$ cat config.mk
export PLATFORM = sky130hd
export DESIGN_NAME = decode_pipe
export DESIGN_NICKNAME = d
export VERILOG_FILES = /design/src/rtl/decode_pipe.sv
export SDC_FILE = /design/constraint.sdc
export NUM_CORES = 1
export LEC_CHECK = 0
export CORE_ASPECT_RATIO = 1.1
export CORE_UTILIZATION = 47
export CTS_CLUSTER_DIAMETER = 100
export DETAILED_ROUTE_END_ITERATION = 7
export HOLD_SLACK_MARGIN = 0.1
export MAX_ROUTING_LAYER = met4
export PLACE_DENSITY = 0.81
export SETUP_SLACK_MARGIN = 0.3
export SLEW_MARGIN = 20
export SYNTH_ARGS = -nofsm -noshare
export SYNTH_HDL_FRONTEND = slang
export SYNTH_SLANG_ARGS = --single-unit
$ cat constraint.sdc
create_clock -name clk -period 3.2 [get_ports clk]
set_clock_uncertainty 0.2 [all_clocks]
set_input_delay 0.48 -clock clk [delete_from_list [all_inputs] [get_ports clk]]
set_output_delay 0.48 -clock clk [all_outputs]
set_load 0.01 [all_outputs]
$ cat src/rtl/decode_pipe.sv
// MIPS decode stage with ID/EX register; mul decode and occupancy built only with DECODE_PIPE_MUL_EN.
// Latency: 1 cycle from accept to out_valid; 1 instr/cycle absent load-use or mul stalls.
// Backpressure: out_valid & !out_ready holds the register and drops in_ready; flush always accepts.
module decode_pipe #(
    parameter int PC_W    = 32,
    parameter int ALUOP_W = 5,
    parameter int MUL_LAT = 3
) (
    input  logic               clk,
    input  logic               rst,
    input  logic               in_valid,
    output logic               in_ready,
    input  logic [31:0]        in_instr,
    input  logic [PC_W-1:0]    in_pc,
    input  logic               flush,
    output logic               out_valid,
    input  logic               out_ready,
    output logic [31:0]        out_instr,
    output logic [PC_W-1:0]    out_pc,
    output logic               out_branch,
    output logic               out_j0,
    output logic               out_j1,
    output logic               out_mem_en,
    output logic               out_mem_wen,
    output logic               out_byte_en,
    output logic               out_reg_wen,
    output logic [4:0]         out_r1,
    output logic [4:0]         out_r2,
    output logic [4:0]         out_w,
    output logic [ALUOP_W-1:0] out_aluop,
    output logic               out_shift,
    output logic               out_aluimm,
    output logic               out_mul_en,
    output logic               out_illegal
);

    typedef struct packed {
        logic               branch;
        logic               j0;
        logic               j1;
        logic               mem_en;
        logic               mem_wen;
        logic               byte_en;
        logic               reg_wen;
        logic [4:0]         r1;
        logic [4:0]         r2;
        logic [4:0]         w;
        logic [ALUOP_W-1:0] aluop;
        logic               shift;
        logic               aluimm;
        logic               mul_en;
        logic               illegal;
    } ctl_t;

    localparam logic [ALUOP_W-1:0] A_ADD   = ALUOP_W'(1);
    localparam logic [ALUOP_W-1:0] A_ADDU  = ALUOP_W'(2);
    localparam logic [ALUOP_W-1:0] A_AND   = ALUOP_W'(5);
    localparam logic [ALUOP_W-1:0] A_OR    = ALUOP_W'(6);
    localparam logic [ALUOP_W-1:0] A_XOR   = ALUOP_W'(7);
    localparam logic [ALUOP_W-1:0] A_SLT   = ALUOP_W'(9);
    localparam logic [ALUOP_W-1:0] A_SLTU  = ALUOP_W'(10);
    localparam logic [ALUOP_W-1:0] A_SLL   = ALUOP_W'(11);
    localparam logic [ALUOP_W-1:0] A_SRL   = ALUOP_W'(12);
    localparam logic [ALUOP_W-1:0] A_SRA   = ALUOP_W'(13);
    localparam logic [ALUOP_W-1:0] A_PASSA = ALUOP_W'(14);
    localparam logic [ALUOP_W-1:0] A_LUI   = ALUOP_W'(16);
    localparam logic [ALUOP_W-1:0] A_EQ    = ALUOP_W'(17);
    localparam logic [ALUOP_W-1:0] A_NE    = ALUOP_W'(18);
    localparam logic [ALUOP_W-1:0] A_GTZ   = ALUOP_W'(19);

    if (ALUOP_W < 5) begin : g_bad_aluop_w
        $error("decode_pipe: ALUOP_W must be at least 5");
    end
    if (MUL_LAT < 1) begin : g_bad_mul_lat
        $error("decode_pipe: MUL_LAT must be at least 1");
    end

    logic [5:0] w_op;
    logic [5:0] w_fn;
    logic [4:0] w_rs;
    logic [4:0] w_rt;
    logic [4:0] w_rd;
    ctl_t       w_dec;
    ctl_t       w_raw;
    logic       w_hazard;
    logic       w_mul_idle;
    logic       w_accept;

    ctl_t            r_ctl;
    logic            r_valid;
    logic [31:0]     r_instr;
    logic [PC_W-1:0] r_pc;

    assign w_op = in_instr[31:26];
    assign w_rs = in_instr[25:21];
    assign w_rt = in_instr[20:16];
    assign w_rd = in_instr[15:11];
    assign w_fn = in_instr[5:0];

    always_comb begin
        w_raw = '0;
        case (w_op)
            6'b000000: begin
                w_raw.r1      = w_rs;
                w_raw.r2      = w_rt;
                w_raw.w       = w_rd;
                w_raw.reg_wen = 1'b1;
                casez (w_fn)
                    6'b100???: w_raw.aluop = ALUOP_W'(w_fn[2:0]) + ALUOP_W'(1);
                    6'b101010: w_raw.aluop = A_SLT;
                    6'b101011: w_raw.aluop = A_SLTU;
                    6'b000000: begin w_raw.aluop = A_SLL; w_raw.shift = 1'b1; end
                    6'b000010: begin w_raw.aluop = A_SRL; w_raw.shift = 1'b1; end
                    6'b000011: begin w_raw.aluop = A_SRA; w_raw.shift = 1'b1; end
                    6'b000100: w_raw.aluop = A_SLL;
                    6'b000110: w_raw.aluop = A_SRL;
                    6'b000111: w_raw.aluop = A_SRA;
                    6'b001000: begin
                        w_raw.branch  = 1'b1;
                        w_raw.aluop   = A_PASSA;
                        w_raw.reg_wen = 1'b0;
                        w_raw.w       = 5'd0;
                        w_raw.r2      = 5'd0;
                    end
                    default:   w_raw.illegal = 1'b1;
                endcase
            end
            6'b001000, 6'b001001, 6'b001010, 6'b001011,
            6'b001100, 6'b001101, 6'b001110, 6'b001111: begin
                w_raw.r1      = (w_op == 6'b001111) ? 5'd0 : w_rs;
                w_raw.w       = w_rt;
                w_raw.reg_wen = 1'b1;
                w_raw.aluimm  = 1'b1;
                case (w_op[2:0])
                    3'b000:  w_raw.aluop = A_ADD;
                    3'b001:  w_raw.aluop = A_ADDU;
                    3'b010:  w_raw.aluop = A_SLT;
                    3'b011:  w_raw.aluop = A_SLTU;
                    3'b100:  w_raw.aluop = A_AND;
                    3'b101:  w_raw.aluop = A_OR;
                    3'b110:  w_raw.aluop = A_XOR;
                    default: w_raw.aluop = A_LUI;
                endcase
            end
            6'b100011, 6'b100000: begin
                w_raw.r1      = w_rs;
                w_raw.w       = w_rt;
                w_raw.reg_wen = 1'b1;
                w_raw.aluimm  = 1'b1;
                w_raw.aluop   = A_ADD;
                w_raw.mem_en  = 1'b1;
                w_raw.byte_en = (w_op == 6'b100000);
            end
            6'b101011, 6'b101000: begin
                w_raw.r1      = w_rs;
                w_raw.r2      = w_rt;
                w_raw.aluimm  = 1'b1;
                w_raw.aluop   = A_ADD;
                w_raw.mem_en  = 1'b1;
                w_raw.mem_wen = 1'b1;
                w_raw.byte_en = (w_op == 6'b101000);
            end
            6'b000100, 6'b000101, 6'b000111: begin
                w_raw.branch = 1'b1;
                w_raw.j0     = 1'b1;
                w_raw.r1     = w_rs;
                w_raw.r2     = (w_op == 6'b000111) ? 5'd0 : w_rt;
                w_raw.aluop  = (w_op == 6'b000100) ? A_EQ :
                               (w_op == 6'b000101) ? A_NE : A_GTZ;
            end
            6'b000010, 6'b000011: begin
                w_raw.branch  = 1'b1;
                w_raw.j0      = 1'b1;
                w_raw.j1      = 1'b1;
                w_raw.reg_wen = (w_op == 6'b000011);
                w_raw.w       = (w_op == 6'b000011) ? 5'd31 : 5'd0;
            end
`ifdef DECODE_PIPE_MUL_EN
            6'b011100: begin
                w_raw.r1      = w_rs;
                w_raw.r2      = w_rt;
                w_raw.w       = w_rd;
                w_raw.reg_wen = 1'b1;
                w_raw.mul_en  = 1'b1;
            end
`endif
            default: w_raw.illegal = 1'b1;
        endcase
    end

    // An illegal word keeps only its flag so nothing downstream acts on stray fields.
    always_comb begin
        w_dec = w_raw;
        if (w_raw.illegal) begin
            w_dec         = '0;
            w_dec.illegal = 1'b1;
        end
    end

    assign w_hazard = r_valid && r_ctl.mem_en && !r_ctl.mem_wen && (r_ctl.w != 5'd0) &&
                      (((w_dec.r1 != 5'd0) && (w_dec.r1 == r_ctl.w)) ||
                       ((w_dec.r2 != 5'd0) && (w_dec.r2 == r_ctl.w)));

    assign in_ready = flush | ((!r_valid | out_ready) & !w_hazard & w_mul_idle);
    assign w_accept = in_valid & in_ready & !flush;

`ifdef DECODE_PIPE_MUL_EN
    localparam int CNT_W = (MUL_LAT > 1) ? $clog2(MUL_LAT) : 1;
    logic [CNT_W-1:0] r_mul_cnt;

    assign w_mul_idle = (r_mul_cnt == '0);

    always_ff @(posedge clk) begin
        if (rst || flush) begin
            r_mul_cnt <= '0;
        end else if (w_accept && w_dec.mul_en) begin
            r_mul_cnt <= CNT_W'(MUL_LAT - 1);
        end else if (r_mul_cnt != '0) begin
            r_mul_cnt <= r_mul_cnt - CNT_W'(1);
        end
    end
`else
    assign w_mul_idle = 1'b1;
`endif

    always_ff @(posedge clk) begin
        if (rst) begin
            r_valid <= 1'b0;
            r_ctl   <= '0;
            r_instr <= '0;
            r_pc    <= '0;
        end else if (flush) begin
            r_valid <= 1'b0;
        end else if (w_accept) begin
            r_valid <= 1'b1;
            r_ctl   <= w_dec;
            r_instr <= in_instr;
            r_pc    <= in_pc;
        end else if (out_ready) begin
            r_valid <= 1'b0;
        end
    end

    assign out_valid   = r_valid;
    assign out_instr   = r_instr;
    assign out_pc      = r_pc;
    assign out_branch  = r_ctl.branch;
    assign out_j0      = r_ctl.j0;
    assign out_j1      = r_ctl.j1;
    assign out_mem_en  = r_ctl.mem_en;
    assign out_mem_wen = r_ctl.mem_wen;
    assign out_byte_en = r_ctl.byte_en;
    assign out_reg_wen = r_ctl.reg_wen;
    assign out_r1      = r_ctl.r1;
    assign out_r2      = r_ctl.r2;
    assign out_w       = r_ctl.w;
    assign out_aluop   = r_ctl.aluop;
    assign out_shift   = r_ctl.shift;
    assign out_aluimm  = r_ctl.aluimm;
    assign out_mul_en  = r_ctl.mul_en;
    assign out_illegal = r_ctl.illegal;

endmodule

==> results of run 1 <==
==> cells in the final DEF (no fill, tap or decap), types with 5 or more instances in the layout <==
cell type,synthesis,routed
clkbuf_16,0,9
and2_1,5,5
a221o_1,5,5
dfxtp_1,95,95
inv_1,8,6
nor3_1,7,7
xor2_1,9,9
dlygate4sd2_1,0,11
mux2i_1,92,92
buf_4,5,61
nand2_1,23,23
o21ai_0,11,8
nand2b_1,159,159
a211oi_1,9,9
a21oi_1,14,13
nor2_1,12,10
clkdlybuf4s50_1,0,147
==> layout make-up <==
type,instances,area (um2),area share
clock buffer,9,225.2,0.02942
clock inverter,7,72.57,0.009479
inverter,8,30.03,0.003922
multi-input combinational,410,3103,0.4053
sequential,95,1902,0.2484
tap,143,178.9,0.02337
timing repair buffer,228,2145,0.2801
==> routing by layer <==
metal  wire (um)  part of all wire  up-vias  track usage
met5           0                 0        -            -
met4         390             0.027        0      0.09143
met3         978             0.068       33      0.04795
met2        7005              0.49      192       0.4228
met1        6008              0.42     2203       0.3074
li1            -                 -     2286            -
==> cells by family after synthesis <==
kind of cell / Yosys count / share of synthesized area
AND/OR/NAND/NOR: 236 / 0.2775
adder cells (fa/ha/maj): 3 / 0.007258
AO/OA/AOI/OAI: 66 / 0.09918
other: 1 / 0.0007250
multiplexers: 94 / 0.1824
flip-flops: 95 / 0.3677
XOR/XNOR: 10 / 0.01693
buffers and inverters: 47 / 0.04838
==> power breakdown <==
| group | internal [mW] | total [mW] | switching (mW) | leakage (nW) |
|---|---|---|---|---|
| registers | 1.23 | 1.25 | 0.0251 | 0.774 |
| clock network | 0.607 | 1.08 | 0.474 | 0.142 |
| logic | 0.309 | 0.552 | 0.243 | 2.06 |
| total | 2.14 | 2.89 | 0.742 | 2.97 |
==> sequential cells by signal (all words and copies together), names as in the netlist, 5 cells and up <==
name / flops
out_aluop: 5
out_r2: 5
out_instr: 32
out_r1: 5
out_pc: 32
out_w: 5
==> timing repair <==
action,in CTS,in global routing
pin swaps,4,2
setup buffers,2,1
gates cloned,0,0
endpoints found under the setup margin,2,1
resized for setup,32,10
==> worst register-to-register path: stages (launching register included) <==
cell      delay (ns)
dfxtp_1         0.47
nor3_1          0.10
a211oi_1        0.35
o211ai_1        0.21
buf_4           0.19
o22ai_4         0.19
a21o_1          0.27
buf_12          0.21
mux2i_1         0.24
==> how the worst min path moves through the flow <==
stage / start / endpoint / slack [ns]
global route: out_illegal / out_illegal / 0.29
finish: out_pc[5] / out_pc[5] / 0.27
global placement: out_branch / out_branch / 0.25
floorplan: out_branch / out_branch / 0.28
detailed placement: out_instr[17] / out_instr[17] / 0.27
CTS: out_pc[0] / out_pc[0] / 0.28
==> through the flow <==
step | setup TNS, ns | setup slack [ns] | hold slack (ns)
after CTS | 0 | 0.3017 | 0.2765
after floorplan | 0 | 0.6408 | 0.2780
after global routing | 0 | 0.3146 | 0.2932
after detailed placement | -0.7638 | -0.2404 | 0.2659
after global placement | -0.2061 | -0.2061 | 0.2453
final | 0 | 0.3724 | 0.2720
==> flow_summary.ini, run 1 <==
[clock_tree]
cts_hold_buf = 0
cts_tree = yes
cts.sinks = 95
root_buffer = clkbuf_16
clock_latency_ns = 0.34
htreeDepth = 3
cts_buffers = 9
clk_path_buf_depth = 2
clk_pin_slew_ns = 0.07

[floorplan]
start_util = 0.4907
rows = 39
core-area_um2 = 10540
dieArea_um2 = 11430
die_y_um = 112.0
die_x_um = 102.0
io_pins = 166

[sta]
fmax_mhz = 353.7
relSlewSlack = 0.3981
rsz0062_at_grt = no
worst_slew_pin_slew_ns = 0.9028
timing.final.crit_period_ns = 2.828
finalSetupViolCount = 0
maxSlewViolCount = 0
post-route-period-util = 0.8836
hold_viol = 0

[power_and_ir_drop]
power_leakage_nw = 2.971
power.total_mw = 2.887
power_density_nw_per_um2 = 377.1
vdd_drop_max_v = 0.0002567

[logic_synthesis]
synth_cells = 552
syn_area_um2 = 5172
synth-edff-count = 0
yosys_warnings = 0
synth_nets = 624
ys_types = 57
yosys.area.top_type = dfxtp_1
synth_top_area_frac = 0.3677
yosys_register_bits = 95
ys_seq_area_frac = 0.3677
synthTopCellsByCount = nand2b_1, dfxtp_1, mux2i_1
synth_area_leaders = dfxtp_1, nand2b_1, mux2i_1, clkbuf_1, nand2_1
avgSynthCellArea_um2 = 9.370
ys_async_sr_fraction = 0
synthMostInstantiatedCell = nand2b_1
synth-main-ff-cell = dfxtp_1

[min_path]
min_path_cells = 2
hold_class = register to register

[setup_path]
crit_chain = clkdlybuf4s50_1 -> or3_4 -> nor2_4 -> o211ai_4 -> and2_1 -> o21ai_1 -> nand2b_1 -> buf_2
crit_buf_inv = 2
required_ns = 2.52
cp-endpoint = in_ready
crit_path_start = in_instr[4]
reg2reg_from = out_w[1]
cp_num_cells = 8
critPathCaptureType = primary output
cp_slowest_stage_delay_ns = 0.53
start_kind = input pin
crit_family = simple AND/OR/NAND/NOR gates
worstPathMaxFanout = 4
r2r-end = out_r2[2]
crit_path_top_delay_cell = clkdlybuf4s50_1
ff2ff_setup_slack_ns = 0.70
ff2ff_path_depth = 8
path_class = input pin to primary output
cp_data_arrival_time_ns = 2.15

[detailed_routing]
drc = 0
wl_per_cell_um = 15.98
drt_iter0_markers = 262
vias_per_cell = 5.238
vias = 4714
finalWirelength_um = 14380
antenna_left = 0
dr.pass1.iters = 5

[placement]
dpl_cell_area_um2 = 7266
gp_congestion = 0.9817
hpwlAfterDp_um = 10540
portBuffers = 164
placed_cells_incl_taps = 881

[layout]
fin_util = 0.7264
fin_area_um2 = 7656
n_fill_cell = 800
diodes = 0
area_growth_pct = 48.02
final-instance-count-excl-fill = 900
drive_above_1_share = 0.1506
fin_nets = 824

[outcome]
status = finished, final reports clean

[run]
drv_cap = 0

[grt]
first_global_vias = 4601
grt-ovfl-total = 0
grt_start_max_net_pins = 130
grt_first_pass_wirelength_um = 22260
antenna_found_initial = 0
track_usage = 0.2556
Note: power is estimated with default switching activity, not from simulation.
==> inputs of run 2 (changes only) <==
CAP_MARGIN = 5   (was unset)
SLEW_MARGIN = unset   (was 20)
clock period = 3.1 ns   (was 3.2 ns; I/O delays follow)
==> flow_summary.ini, run 2 (same netlist as run 1, synthesis figures left out) <==
[outcome]
status = finished, final reports clean

[floorplan]
io_pins = 166
core-area_um2 = 10540
die_x_um = 102.0
rows = 39
dieArea_um2 = 11430
die_y_um = 112.0
start_util = 0.4907

[clock_tree]
cts_hold_buf = 0
clk_path_buf_depth = 2
clk_pin_slew_ns = 0.06
cts_tree = yes
htreeDepth = 3
root_buffer = clkbuf_16
cts.sinks = 95
cts_buffers = 9
clock_latency_ns = 0.34

[grt]
grt_first_pass_wirelength_um = 21810
grt-ovfl-total = 0
antenna_found_initial = 0
grt_start_max_net_pins = 87
track_usage = 0.2492
first_global_vias = 4539

[sta]
whs_ns = 0.2429
post-route-period-util = 0.8788
maxSlewViolCount = 0
relSlewSlack = 0.6221
rsz0062_at_grt = no
timing.final.crit_period_ns = 2.724
finalSetupViolCount = 0
hold_viol = 0
worst_slew_pin_slew_ns = 0.5668
fmax_mhz = 367.1

[detailed_routing]
dr.pass1.iters = 4
drt_iter0_markers = 245
antenna_left = 0
wl_per_cell_um = 15.51
vias_per_cell = 5.193
drc = 0
vias = 4700
finalWirelength_um = 14040

[placement]
gp_congestion = 0.9836
hpwlAfterDp_um = 10350
placed_cells_incl_taps = 883
portBuffers = 164

[power_and_ir_drop]
power_density_nw_per_um2 = 384.9
power_leakage_nw = 3.076
switching_share = 0.2470
p_int_mw = 2.236
switchingPower_mw = 0.7334
pwr-share-comb = 0.193
pwr-share-clk = 0.371
power.total_mw = 2.969
seqPwrFrac = 0.436
vdd_drop_max_v = 0.0002545

[setup_path]
worstPathMaxFanout = 3
path_class = input pin to primary output
crit_path_top_delay_cell = and3b_4
critPathCaptureType = primary output
cp_data_arrival_time_ns = 2.06
required_ns = 2.43
crit_chain = clkdlybuf4s15_1 -> inv_2 -> ha_4 -> nand4bb_4 -> o211a_4 -> and3b_4 -> o22a_1 -> o21ai_1 -> nand2b_1 -> buf_2
start_kind = input pin
cp_slowest_stage_delay_ns = 0.30

[run]
drv_cap = 0

[min_path]
hold_class = input pin to register

[layout]
area_growth_pct = 49.13
final_common_cell = nand2b_1
drive_above_1_share = 0.1588
final-instance-count-excl-fill = 905
diodes = 0
mostFrequentLayoutCells = nand2b_1, clkdlybuf4s50_1, dfxtp_1
n_fill_cell = 818
fin_nets = 829
[run 2: routing by layer]
metal	up-vias	GRT usage	wire (um)
met2	183	0.4166	6816
met4	0	0.1067	364
met1	2187	0.2961	6028
li1	2300	-	-
met5	-	-	0
met3	30	0.03487	826
[run 2: area by class of cell]
| type | count | area [um2] | area share |
|---|---|---|---|
| timing repair buffer | 233 | 2208 | 0.2863 |
| clock inverter | 4 | 45.04 | 0.005839 |
| sequential | 95 | 1903 | 0.2467 |
| multi-input combinational | 410 | 3102 | 0.4021 |
| inverter | 8 | 30.03 | 0.003893 |
| tap | 143 | 178.9 | 0.02320 |
| clock buffer | 12 | 246.5 | 0.03195 |
[run 2: worst paths after layout]
path          startpoint          end  slack, ns  cells after the start
max          in_instr[0]     in_ready       0.38                     10
min                  rst  out_mem_wen       0.24                      3
max reg2reg     out_w[1]    out_r1[1]       0.63                      9
min reg2reg   out_branch   out_branch       0.26                      2
[run 2: critical path: cells and delay by family]
kind | cells | cell delay, ns
AOI/OAI and AO/OA | 3 | 0.52
adders and majority gates | 1 | 0.16
buffers and inverters | 3 | 0.42
and+or+nand+nor | 3 | 0.49
[run 2: stage by stage]
step           setup slack (ns)  utilization  TNS (ns)  instance area (um2)
5_1_grt                  0.3082       0.7318         0                 7714
3_3_place_gp            -0.2834       0.6908   -0.2834                 7281
2_1_floorplan            0.5558            -         0                 5172
6_report                 0.3757       0.7318         0                 7714
3_5_place_dp            -0.3288       0.6908    -1.558                 7281
4_1_cts                  0.3009       0.7266         0                 7659
[run 2: timing repair]
item / CTS / global route
pin swaps: 4 / 10
setup endpoints to repair: 21 / 1
gates resized for setup: 30 / 24
setup buffers: 4 / 2
[run 2: power by group through the flow]
stage                     sequential [mW]  combinational, mW  clock, mW
final                                1.29              0.574       1.10
after global routing                 1.30              0.612       1.16
after CTS                            1.29              0.570       1.12
after detailed placement             1.32              0.558          0
after global placement               1.32              0.548          0
after floorplan                      1.34              0.248          0
==> inputs of run 3 (changes only) <==
SKIP_CTS_REPAIR_TIMING = 1   (was unset)
==> flow_summary.ini, run 3 (same netlist as run 1, synthesis figures left out) <==
[layout]
fin_util = 0.7304
n_fill_cell = 818
area_growth_pct = 48.84
final-instance-count-excl-fill = 902
drive_above_1_share = 0.1502
multi_input_area_um2 = 3080
final_common_cell = nand2b_1
mostFrequentLayoutCells = nand2b_1, clkdlybuf4s50_1, dfxtp_1
seq_area_um2 = 1903
diodes = 0
fin_nets = 826

[sta]
post-route-period-util = 0.8707
timing.final.ws_setup_ns = 0.4008
timing.final.crit_period_ns = 2.699
finalSetupViolCount = 0
maxSlewViolCount = 0
rsz0062_at_grt = no
worst_slew_pin_slew_ns = 0.5780
relSlewSlack = 0.6147
hold_viol = 0
whs_ns = 0.2377
fmax_mhz = 370.5

[run]
drv_cap = 0

[power_and_ir_drop]
power_density_nw_per_um2 = 384.8
p_int_mw = 2.234
switchingPower_mw = 0.7287
seqPwrFrac = 0.437
pwr-share-comb = 0.192
switching_share = 0.2460
pwr-share-clk = 0.371
vdd_drop_max_v = 0.0002536
power.total_mw = 2.963
power_leakage_nw = 3.100

[grt]
track_usage = 0.2461
grt-ovfl-total = 0
first_global_vias = 4489
grt_first_pass_wirelength_um = 21460
antenna_found_initial = 0
grt_start_max_net_pins = 87

[clock_tree]
root_buffer = clkbuf_16
cts.sinks = 95
cts_buffers = 9
clk_path_buf_depth = 2
clk_pin_slew_ns = 0.06
cts_tree = yes
htreeDepth = 3
clock_latency_ns = 0.34

[floorplan]
die_x_um = 102.0
die_y_um = 112.0
rows = 39
start_util = 0.4907
core-area_um2 = 10540
dieArea_um2 = 11430
io_pins = 166

[detailed_routing]
drc = 0
antenna_left = 0
wl_per_cell_um = 15.49
drt_iter0_markers = 269
finalWirelength_um = 13970
vias_per_cell = 5.164
dr.pass1.iters = 4
vias = 4658

[setup_path]
required_ns = 2.43
cp_data_arrival_time_ns = 2.03
path_class = input pin to primary output
worstPathMaxFanout = 3
start_kind = input pin
critPathCaptureType = primary output

[placement]
gp_congestion = 0.9836
portBuffers = 164
placed_cells_incl_taps = 883
dp_slack_ns = -0.3288
hpwlAfterDp_um = 10350

[outcome]
status = finished, final reports clean

[min_path]
hold_class = input pin to register
-- run 3: area by class of cell --
| cell class | instances | area share |
|---|---|---|
| Clock buffer | 12 | 0.03202 |
| Sequential cell | 95 | 0.2472 |
| Multi-Input combinational cell | 410 | 0.4001 |
| Tap cell | 143 | 0.02324 |
| Inverter | 8 | 0.003901 |
| Clock inverter | 4 | 0.005851 |
| Timing Repair Buffer | 230 | 0.2877 |
-- run 3: critical path: stages --
cell and delay (ns):
clkdlybuf4s50_1 0.48, nor4_1 0.29, nor3_1 0.07, o211ai_1 0.25, o22a_1 0.20, o21ai_1 0.08, nand2b_1 0.07, buf_2 0.12
-- run 3: path summary, 6_finish.rpt --
path | start | to | slack, ns | cells past startpoint
setup / recovery | in_instr[22] | in_ready | 0.40 | 8
hold / removal | rst | out_mem_wen | 0.24 | 3
setup reg to reg | out_w[1] | out_aluop[3] | 0.73 | 8
hold reg to reg | out_branch | out_branch | 0.26 | 2
-- run 3: routing by layer --
metal,vias up,GRT usage,routed length [um]
met5,-,-,0
li1,2290,-,-
met2,181,0.4081,6678
met3,31,0.04421,910
met4,0,0.09524,365
met1,2156,0.2934,6013
-- run 3: per-stage QoR --
step | TNS [ns] | area [um2]
after global routing | 0 | 7699
after CTS | -0.3471 | 7572
after global placement | -0.2834 | 7281
final | 0 | 7699
after floorplan | 0 | 5172
after detailed placement | -1.558 | 7281
-- run 3: power groups by stage --
stage / combinational [mW] / clock (mW) / sequential (mW)
6_report: 0.569 / 1.10 / 1.29
4_1_cts: 0.562 / 1.12 / 1.29
5_1_grt: 0.608 / 1.17 / 1.30
3_5_place_dp: 0.558 / 0 / 1.32
3_3_place_gp: 0.548 / 0 / 1.32
2_1_floorplan: 0.248 / 0 / 1.34
==> RTL edit: new RTL, settings of run 3 <==
Add a define of `DECODE_PIPE_MUL_EN`.
--- a/src/rtl/decode_pipe.sv
+++ b/src/rtl/decode_pipe.sv
@@ -2,4 +2,6 @@
 // Latency: 1 cycle from accept to out_valid; 1 instr/cycle absent load-use or mul stalls.
 // Backpressure: out_valid & !out_ready holds the register and drops in_ready; flush always accepts.
+`define DECODE_PIPE_MUL_EN
+
 module decode_pipe #(
     parameter int PC_W    = 32,
Formal check against the unedited RTL: not equivalent (Yosys sat finds a counterexample within 4 cycles, from zero or initial values and one cycle with rst high).
==> RTL edit against run 3 <==
- the flow now finishes with violations (DRC)
- sequential cell count rose by 3
- total power fell by 6.5%
- wire length rose by 14%
- area after synthesis fell by 7.4%
- worst setup slack got worse by 0.063 ns
- worst hold slack got worse by 0.0042 ns
- clock power fell by 20%
- first-iteration DRC count rose by 35%
- final area fell by 4.4%
- non-clock buffer count rose by 12
- highest routed layer unchanged
==> RTL edit: results (changes against run 3) <==
| Stage | Metric | Reported | vs run 3 |
|:---|:---|:---|:---|
| synth | Count of unique library cells instantiated by Yosys | 60 | +5.3% |
| placement | Routability congestion estimate from global placement | 0.912 | -7.3% |
| setup path | R2R depth | 9 | +1 |
| global routing | First-pass GRT wire length | 24.8 mm | +15% |
| hold path | Worst hold stages | 3 | unchanged |
| setup path | CP top delay family | compound AO/OA/AOI/OAI gates |  |
| synth | Synth warnings | 0 | unchanged |
| synth | Most frequent cell after synthesis | o21ai_0 |  |
| finish | Post-layout nets | 877 | +6.2% |
| hold path | Path type of the worst min-delay path | primary input to register |  |
| power | Peak VDD IR | 0.286 mV | +13% |
| drt | Average vias per placed instance | 5.84 | +13% |
| global routing | Global-route total usage across every layer | 30.0% | +5.4 points |
| setup path | Register-to-Register Setup Slack | 0.45 ns | -0.28 ns |
| power | Static leakage | 2.78 nW | -10% |
| setup path | Cell with the largest stage delay on the worst path | or3b_4 |  |
| synth | Sequential share of the synthesized area | 41.0% | +4.2 points |
| global routing | Met2 usage | 49.9% | +9.1 points |
| global routing | Met3 track utilization from global routing | 6.36% | +1.9 points |
| run status | Outcome | finished, violations left |  |
| timing | Max-slew headroom at the worst pin | 53.3% | -8.2 points |
| synth | Top post-synthesis cells by count | o21ai_0, dfxtp_1, a21oi_1, nand3_1, clkbuf_1 |  |
| global routing | Congestion Overflow GR | 0 | unchanged |
| timing | WHS | 0.233 ns | -0.00422 ns |
| global routing | Number of global-route vias before repair | 5,239 | +17% |
| finish | Proportion of layout cells with a drive suffix above 1 | 16.7% | +1.6 points |
| drt | First drt pass iteration count | 8 | +4 |
| clock network | Total CTS buffers | 9 | unchanged |
| placement | Number of I/O port buffers | 165 | +0.61% |
| drt | DR iter-0 viols | 363 | +35% |
| drt | Count of unresolved DRC violations after routing | 10 | +10 |
| run status | Violated checks | DRC |  |
| synth | Post-synth net total | 683 | +9.5% |
| clock network | Clock root buffer | clkbuf_8 |  |
| clock network | Longest Clk Path Bufs | 2 | unchanged |
| setup path | Max incr delay on CP | 0.42 ns | -0.06 ns |
| global routing | Pin count of the biggest net entering global routing | 82 | -5.7% |
| global routing | Met1 global-route usage | 34.8% | +5.5 points |
| clock network | Clock slew seen by the registers of the worst setup and hold paths | 0.10 ns | +0.04 ns |
| placement | Placed standard-cell area | 6970 um2 | -4.3% |
| setup path | Crit Path Max Fanout | 6 | +3 |
| synth | Ys async rst share | 0% | unchanged |
| clock network | Source-to-sink clock delay at the later pin of the worst-skew pair | 0.37 ns | +0.03 ns |
| placement | Detailed placer's ending HPWL | 11.2 mm | +8.7% |
| synth | Leading cell types by total area after synthesis | dfxtp_1, o21ai_0, a21oi_1, nand3_1, nor2b_1 |  |
| drt | Total Wirelength | 15.9 mm | +14% |
## RTL edit: cell types whose count changed after synthesis, moves of 24 or more
cell,change
mux2i_1,-91
nand3_1,+68
nor2b_1,+24
nand2b_1,-150
o21ai_0,+97
a21oi_1,+72
## RTL edit: final cells by class
class | instances | area [um2]
repair buffers | 242 | 2330
fillers | 727 | 2530
clock inverters | 7 | 87.6
multi-input cells | 445 | 2680
clock buffers | 9 | 124
well taps | 120 | 150
flip-flops and latches | 98 | 1960
inverters | 9 | 33.8
## RTL edit: per-stage QoR
stage | TNS, ns | worst slack [ns] | instances
6_report | 0 | 0.338 | 930
5_1_grt | 0 | 0.253 | 930
4_1_cts | -0.538 | -0.405 | 927
3_5_place_dp | -26.27 | -0.440 | 911
3_3_place_gp | -19.20 | -0.332 | 911
2_1_floorplan | 0 | 0.316 | 611
## RTL edit: per-layer routing
| metal | wire length (um) | vias to the layer above |
|---|---|---|
| met5 | 0 | - |
| met4 | 448 | 0 |
| met3 | 1150 | 42 |
| met2 | 7920 | 236 |
| met1 | 6390 | 2556 |
| li1 | - | 2594 |
## RTL edit: cells by family after synthesis
logic type	after synthesis	share of synthesized area [%]
simple gates	187	20.7
compound gates	238	28.2
buf+inv	68	5.88
xor+xnor	9	1.65
flops	98	41.0
fa+ha+maj	4	1.02
mux	7	1.62
## RTL edit: power by group
part           internal [mW]  total (mW)  switching [mW]
logic                  0.291       0.565           0.275
clock network          0.390       0.878           0.488
registers               1.30        1.33          0.0227
## RTL edit: path summary, 6_finish.rpt
kind | startpoint | endpoint
setup / recovery | in_instr[29] | in_ready
hold / removal | in_instr[16] | out_r2[0]
setup reg to reg | out_w[3] | out_aluop[1]
hold reg to reg | r_mul_cnt[0] | r_mul_cnt[0]
